File: config.mk
export PLATFORM = sky130hd
export DESIGN_NAME = mmio_initiator
export DESIGN_NICKNAME = d
export VERILOG_FILES = /design/src/rtl/mmio_initiator.sv
export SDC_FILE = /design/constraint.sdc
export NUM_CORES = 1
export LEC_CHECK = 0
export CAP_MARGIN = 15
export CORE_MARGIN = 3
export CORE_UTILIZATION = 43
export CTS_BUF_LIST = sky130_fd_sc_hd__clkbuf_16
export DETAILED_ROUTE_END_ITERATION = 16
export HOLD_SLACK_MARGIN = 0.02
export PLACE_DENSITY_LB_ADDON = 0.1
export SLEW_MARGIN = 20
export SYNTH_ARGS = -nofsm -noshare
export SYNTH_HDL_FRONTEND = slang
export SYNTH_SLANG_ARGS = --single-unit
File: constraint.sdc
create_clock -name CLK -period 5 [get_ports CLK]
set_input_delay 1.5 -clock CLK [delete_from_list [all_inputs] [get_ports CLK]]
set_output_delay 1.5 -clock CLK [all_outputs]
set_load 0.05 [all_outputs]
File: src/rtl/mmio_initiator.sv
// mmio_initiator: single-outstanding MMIO bus master with byte-lane steering, hold stalls and
// load extension. Define MMIO_TIMEOUT_EN to abort accesses held for TIMEOUT_CYCLES cycles.

module mmio_initiator_lane #(
  parameter int LANE = 0
) (
  input  logic [1:0]  size,
  input  logic [1:0]  off,
  input  logic [31:0] wdata,
  output logic        be,
  output logic [7:0]  din
);
  localparam logic [1:0] L = 2'(LANE);

  // Narrow stores replicate the source bytes across every lane; be picks the live ones.
  always_comb begin
    be  = 1'b0;
    din = 8'h00;
    case (size)
      2'd0: begin
        be  = (off == L);
        din = wdata[7:0];
      end
      2'd1: begin
        be  = (off[1] == L[1]);
        din = L[0] ? wdata[15:8] : wdata[7:0];
      end
      2'd2: begin
        be  = 1'b1;
        din = wdata[8*LANE +: 8];
      end
      default: begin
        be  = 1'b0;
        din = 8'h00;
      end
    endcase
  end
endmodule

module mmio_initiator #(
  parameter int TIMEOUT_CYCLES = 255
) (
  input  logic        CLK,
  input  logic        RST,
  input  logic        req_valid,
  output logic        req_ready,
  input  logic        req_we,
  input  logic [31:0] req_addr,
  input  logic [1:0]  req_size,
  input  logic        req_unsigned,
  input  logic [31:0] req_wdata,
  output logic        resp_valid,
  output logic [31:0] resp_rdata,
  output logic        resp_err,
  output logic        mmio_en,
  output logic        mmio_we,
  output logic [29:0] mmio_waddr,
  output logic [3:0]  mmio_be,
  output logic [31:0] mmio_din,
  input  logic [31:0] mmio_dout,
  input  logic        mmio_hold
);
  localparam int NUM_LANES = 4;

  typedef enum logic [1:0] {IDLE, ACCESS, RDATA} state_t;

  typedef struct packed {
    logic [1:0] size;
    logic [1:0] off;
    logic       uns;
  } ld_t;

  state_t                           state;
  ld_t                              ld;
  logic [NUM_LANES-1:0]             be_c;
  logic [NUM_LANES-1:0][7:0]        din_c;
  logic                             accept;
  logic                             illegal;
  logic [31:0]                      shifted;
  logic [31:0]                      ext;

  for (genvar gi = 0; gi < NUM_LANES; gi++) begin : g_lane
    mmio_initiator_lane #(.LANE(gi)) u_lane (
      .size  (req_size),
      .off   (req_addr[1:0]),
      .wdata (req_wdata),
      .be    (be_c[gi]),
      .din   (din_c[gi])
    );
  end

  // A non-positive limit has no meaningful timeout; nothing extra is built for it.
  if (TIMEOUT_CYCLES < 1) begin : g_timeout_degenerate
  end

`ifdef MMIO_TIMEOUT_EN
  localparam int CNT_W = (TIMEOUT_CYCLES > 255) ? $clog2(TIMEOUT_CYCLES + 1) : 8;
  logic [CNT_W-1:0] hold_cnt;
`endif

  assign accept  = req_valid & req_ready;
  assign illegal = (req_size == 2'd3) ||
                   (req_size == 2'd1 && req_addr[0]) ||
                   (req_size == 2'd2 && req_addr[1:0] != 2'b00);

  assign shifted = mmio_dout >> {ld.off, 3'b000};

  always_comb begin
    ext = shifted;
    case (ld.size)
      2'd0:    ext = ld.uns ? {24'h0, shifted[7:0]}  : {{24{shifted[7]}}, shifted[7:0]};
      2'd1:    ext = ld.uns ? {16'h0, shifted[15:0]} : {{16{shifted[15]}}, shifted[15:0]};
      default: ext = shifted;
    endcase
  end

  always_ff @(posedge CLK) begin
    if (RST) begin
      state      <= IDLE;
      ld         <= '0;
      req_ready  <= 1'b0;
      resp_valid <= 1'b0;
      resp_err   <= 1'b0;
      resp_rdata <= 32'h0;
      mmio_en    <= 1'b0;
      mmio_we    <= 1'b0;
      mmio_waddr <= 30'h0;
      mmio_be    <= 4'h0;
      mmio_din   <= 32'h0;
`ifdef MMIO_TIMEOUT_EN
      hold_cnt   <= '0;
`endif
    end else begin
      resp_valid <= 1'b0;
      resp_err   <= 1'b0;
      resp_rdata <= 32'h0;
      case (state)
        IDLE: begin
          // Ready stays low through any response cycle and rises the cycle after.
          req_ready <= 1'b1;
          if (accept) begin
            req_ready <= 1'b0;
            ld        <= '{size: req_size, off: req_addr[1:0], uns: req_unsigned};
            if (illegal) begin
              resp_valid <= 1'b1;
              resp_err   <= 1'b1;
            end else begin
              state      <= ACCESS;
              mmio_en    <= 1'b1;
              mmio_we    <= req_we;
              mmio_waddr <= req_addr[31:2];
              mmio_be    <= be_c;
              mmio_din   <= din_c;
`ifdef MMIO_TIMEOUT_EN
              hold_cnt   <= '0;
`endif
            end
          end
        end
        ACCESS: begin
          if (!mmio_hold) begin
            mmio_en    <= 1'b0;
            mmio_we    <= 1'b0;
            mmio_waddr <= 30'h0;
            mmio_be    <= 4'h0;
            mmio_din   <= 32'h0;
            state      <= mmio_we ? IDLE : RDATA;
            resp_valid <= mmio_we;
          end
`ifdef MMIO_TIMEOUT_EN
          else if (hold_cnt == CNT_W'(TIMEOUT_CYCLES - 1)) begin
            mmio_en    <= 1'b0;
            mmio_we    <= 1'b0;
            mmio_waddr <= 30'h0;
            mmio_be    <= 4'h0;
            mmio_din   <= 32'h0;
            state      <= IDLE;
            resp_valid <= 1'b1;
            resp_err   <= 1'b1;
          end else begin
            hold_cnt <= hold_cnt + 1'b1;
          end
`endif
        end
        RDATA: begin
          resp_valid <= 1'b1;
          resp_rdata <= ext;
          state      <= IDLE;
        end
        default: state <= IDLE;
      endcase
    end
  end
endmodule

Word-level counts from Yosys, hierarchy flattened
Index checks and enable logic that the tools add are counted.

storage, ports and cells
  register bits = 110
  word-level logic and storage cells = 88
  output and inout bits = 103

cells by class
  equal/unequal tests = 12
  reduce and logical (&&, ||, !) cells = 18
  muxes and demuxes = 40
  bitwise logic cells = 4
  shift operators = 1

operators with widths
  cell                                                             count
  32-bit 2-to-1 mux                                                5
  32-bit one-hot mux with 2 select lines                           2
  30-bit 2-to-1 mux                                                3
  30-bit one-hot mux with 2 select lines                           1
  8-bit one-hot mux with 2 select lines                            2
  32-bit by 5-bit right shift with 32-bit output                   1
  8-bit one-hot mux with 3 select lines                            1
  1-bit one-hot mux with 3 select lines                            5
  4-bit 2-to-1 mux                                                 3
  2-bit == test, second input constant                             5
  1-bit 2-to-1 mux                                                 9
  2-bit by 1-bit == test with 1-bit output, second input constant  4
  2-bit zero test                                                  4
  2-bit 2-to-1 mux                                                 4
  8-bit 2-to-1 mux                                                 1
  4-bit one-hot mux with 2 select lines                            1
  2-bit OR reduction                                               4
  2-bit inequality test, second input constant                     3
  1-bit one-hot mux with 2 select lines                            2
  2-bit one-hot mux with 2 select lines                            1
  4-bit AND reduction                                              1
  2-bit nonzero test                                               2
  1-bit inverter                                                   3
  3-bit AND reduction                                              1
  5 further kinds                                                  7

Longest topological paths before layout
  depth in word-level cells = 7
  depth in mapped cells = 8
  gate-level depth less buffers = 6

Hierarchy
From an unflattened synthesis, not the netlist that was laid out.

second synthesis, totals
  cells, all modules = 548
  area total of the unflattened synthesis = 4,775.8 sq um

modules (own cells, without submodules)
  module                                   cells an instance  sequential area each (sq um)  area an instance (sq um)  instances
  mmio_initiator                           473                2,202.1                       4,179.0                   1
  mmio_initiator_lane at g_lane[3].u_lane  22                 0.0                           209.0                     1
  mmio_initiator_lane at g_lane[1].u_lane  28                 0.0                           197.7                     1
  mmio_initiator_lane at g_lane[2].u_lane  13                 0.0                           113.9                     1
  mmio_initiator_lane at g_lane[0].u_lane  12                 0.0                           76.3                      1

Worst setup path before layout
OpenSTA, ideal clock, no wires.

  path kind = input port to flip-flop
  from = in req_size[0]
  to = reg mmio_din[0]
  stages on the path = 8
  library setup time = 117 ps
  path buffers = 2
  data arrival time = 3,098 ps
  setup slack = 1,786 ps
  path through = inv_1 ha_1 or2_2 a211oi_1 o31ai_2 buf_2 buf_2 a22o_1

between the ends
  word-level cells in the longest chain between the ends = 6

ends and longest elaborated chain
  element                                                                               RTL line  RTL
  from (decl)                                                                           49        input logic [1:0] req_size,
  2-bit by 1-bit == test with 1-bit output, or another cell as far along                19, 103
  3-bit OR reduction (no source line) / 1-bit logical AND (equally long branches)       --
  8-bit 2-to-1 mux / 1-bit logical OR (equally long branches)                           19, 102
  32-bit 2-to-1 mux / 1-bit logical OR (equally long branches)                          144, 103
  32-bit 2-to-1 mux / 2-bit inequality test (equally long branches)                     --
  32-bit one-hot mux with 2 select lines / 4-bit AND reduction (equally long branches)  --
  to (signal assigned)                                                                  153       mmio_din <= din_c;
  to (decl)                                                                             59        output logic [31:0] mmio_din,

Parallel ways exist; a longest one is shown, timed or not. The select of a mux whose other input is x is not followed.
A chain may end at the register's enable or synchronous reset.

Worst setup path in the final report
  from = in req_size[0]
  to = reg mmio_din[6]

Same word-level chain as after synthesis.

==> results_dict.tcl <==
set metrics [dict create \
    tritoncts "done" \
    intPower_mw 1.414 \
    fin_tns_setup_ns 0 \
    initial_core_util_pct 44.94 \
    critPathMaxFanout 67 \
    ys_ff_latch 110 \
    crit_required_ns 5.23 \
    nets 684 \
    sw_frac_of_total_pct 28.18 \
    fin_crit_sh_pct 82.15 \
    cap_violations 0 \
    gp_congestion 0.7901 \
    clock-sinks 110 \
    critPathKind "in -> reg" \
    synth.distinct_cells 35 \
    io_buffers 206 \
    cts_setup_buffers 0 \
    htreeDepth 3 \
    cts_resized 0 \
    syn_nets 498 \
    combPwrFrac_pct 17.3 \
    boundaryPins 207 \
    grt_max_degree 68 \
    ant_nets 0 \
    seq_power_share_pct 46.6 \
    die-width_um 105.0 \
    max_slew_margin_pct 34.35 \
    grt_pass1_vias 4037 \
    drive_gt1_share_pct 5.690 \
    syn_area_sq_um 4212 \
    layout-area-overhead-vs-synth_pct 57.34 \
    synth_ff_type "dfxtp_1" \
    peakVddDrop_v 0.0001679 \
    dr.pass1.iters 5 \
    worstSetupStartpointType "primary input" \
    clock_skew_ns 0.01086 \
    outcome "completed" \
    yosys_warnings 0 \
    vias_per_cell 5.461 \
    synth-edff-count 0 \
    hold_buffers 0 \
    critPathMaxStageDelay_ns 0.56 \
    critical_path.top_delay_family "buffers and inverters" \
    met3_wirelength_um 1073 \
    cts_buffers 9 \
    gr-total-overflow 0 \
    grt_pass1_wl_um 20220 \
    wl_per_cell_um 17.65 \
    hpwl_um 9035 \
    cts_root_buffer "clkbuf_16" \
    syn_inst 389 \
    drt-initial-drc-count 177 \
    vias 3872 \
    rows 35 \
    cp.arrival_ns 4.33 \
    antenna_found_initial 0 \
    drc 0 \
    path_buf_inv 3 \
    synth_area_per_cell_sq_um 10.83 \
    met2_wirelength_um 6011 \
    power_density_nw_per_um2 297.2 \
    p_leak_nw 2.466 \
    fin_crit_ns 4.107 \
    async_flop_share_pct 0 \
    setup_violations 0 \
    fmax_mhz 243.5 \
    p_clk_share_pct 36.1 \
    drt-total-wl_um 12520 \
    p_switching_mw 0.5550 \
    slew_violations 0 \
    worst_path_max_delay_cell "clkdlybuf4s50_1" \
    drt-met1-wl_um 5244 \
    endpoint_kind "register" \
    ys_seq_area_share_pct 52.29 \
    gr-usage-all-layers_pct 22.10 \
    cts_buffer_depth 2 \
    hold_class "reg -> reg" \
    die_h_um 105.0 \
    holdWs_ns 0.4676 \
    clk_pin_slew_ns 0.08 \
    core_area_sq_um 9371 \
    worst_pin_slew_ns 0.9835 \
    insertedDiodeCount 0 \
    path_cells "clkdlybuf4s50_1 -> inv_1 -> ha_1 -> or2_2 -> a211oi_1 -> o31ai_4 -> buf_4 -> a22o_1" \
    clk_latency_ns 0.34 \
    hold_viol_final 0 \
    rsz0062_at_grt "no" \
    die_area_sq_um 11020 \
    top_layer "met4" \
]
==> worst register-to-register path: stages (launching register included) <==
cell     delay, ns
dfxtp_1       0.97
mux4_2        0.63
nor4_2        0.70
a21o_1        0.15
==> cell usage after synthesis, drive strengths merged, types with 5 or more instances <==
library cell	number	area (sq um)
mux2i	21	210.2
nor2	18	75.07
a22o	40	350.3
buf	16	82.58
dfxtp	110	2202
a222oi	8	80.08
and2	7	43.79
clkbuf	20	75.07
ha	5	62.56
o21ai	17	85.08
a21o	10	75.07
nor2b	10	62.56
o2bb2ai	28	245.2
a21oi	17	85.08
a211oi	15	112.6
a22oi	16	120.1
==> stage by stage <==
stage                     power, mW  instance area, sq um  std cells  worst slack [ns]  utilization, %
after floorplan               1.118                  4212        389             1.786               -
after global placement        1.271                  6324        693            0.6486           67.48
after detailed placement      1.277                  6324        693            0.5468           67.48
after CTS                     1.986                  6626        709            0.9006           70.71
after global routing          2.040                  6626        709            0.7760           70.71
final                         1.969                  6626        709            0.8926           70.71
==> per-layer routing <==
layer  vias up  track usage [%]
met5         -                0
met4         0            7.029
met3        16            6.424
met2       178            36.62
met1      1840            27.69
li1       1838                -
==> placed cells by master (no fill, tap or decap), drive strengths merged, types with 5 or more instances in the layout <==
cell and instances:
o21ai 17, a21o 10, dfxtp 110, nor2 18, a22oi 16, a222oi 8, and2 7, nor2b 10
a21oi 17, ha 5, a22o 40, o2bb2ai 28, buf 5, mux2i 21, clkdlybuf4s50 206, a211oi 15
inv 8, clkbuf 9
==> cells by family (layout without fill, tap and decap cells) <==
logic type,count (synthesis),after routing,synth area share (%)
adder cells (fa/ha/maj),5,5,1.485
multiplexers,23,23,5.793
flip-flops,110,110,52.29
AO/OA/AOI/OAI,156,156,29.00
AND/OR/NAND/NOR,55,55,7.338
buffers and inverters,40,231,4.100
==> power by group through the flow <==
stage                     Combinational, mW  Clock (mW)  Sequential (mW)
after floorplan                       0.112           0             1.01
after global placement                0.334           0            0.937
after detailed placement              0.340           0            0.937
after CTS                             0.341       0.727            0.917
after global routing                  0.362       0.758            0.921
final                                 0.341       0.711            0.917
==> worst paths after layout <==
kind                                                start                   endpoint  slack [ns]  cells after the start
worst max-delay path                          req_size[0]   mmio_din[6]$_SDFFE_PP0P_        0.89                      8
worst min-delay path            mmio_din[28]$_SDFFE_PP0P_  mmio_din[28]$_SDFFE_PP0P_        0.47                      1
worst max register to register         ld[2]$_SDFFE_PP0P_  resp_rdata[31]$_SDFF_PP0_        2.48                      3
worst min register to register  mmio_din[28]$_SDFFE_PP0P_  mmio_din[28]$_SDFFE_PP0P_        0.47                      1
==> layout make-up <==
cell class                      count  area (sq um)
Fill cell                         761          2745
Sequential cell                   110          2202
Timing Repair Buffer              211          2100
Multi-Input combinational cell    239          1846
Clock buffer                        9         225.2
Tap cell                          129         161.4
Clock inverter                      7         77.57
Inverter                            4         15.01
==> registers in the layout, summed over array words and instances (netlist names) <==
| name | cells |
|---|---|
| mmio_din | 32 |
| req_ready | 1 |
| mmio_waddr | 30 |
| ld | 5 |
| resp_rdata | 32 |
| resp_valid | 1 |
| mmio_en | 1 |
| resp_err | 1 |
| mmio_we | 1 |
| mmio_be | 4 |
| state | 2 |
Note: power is estimated with default switching activity, not from simulation.
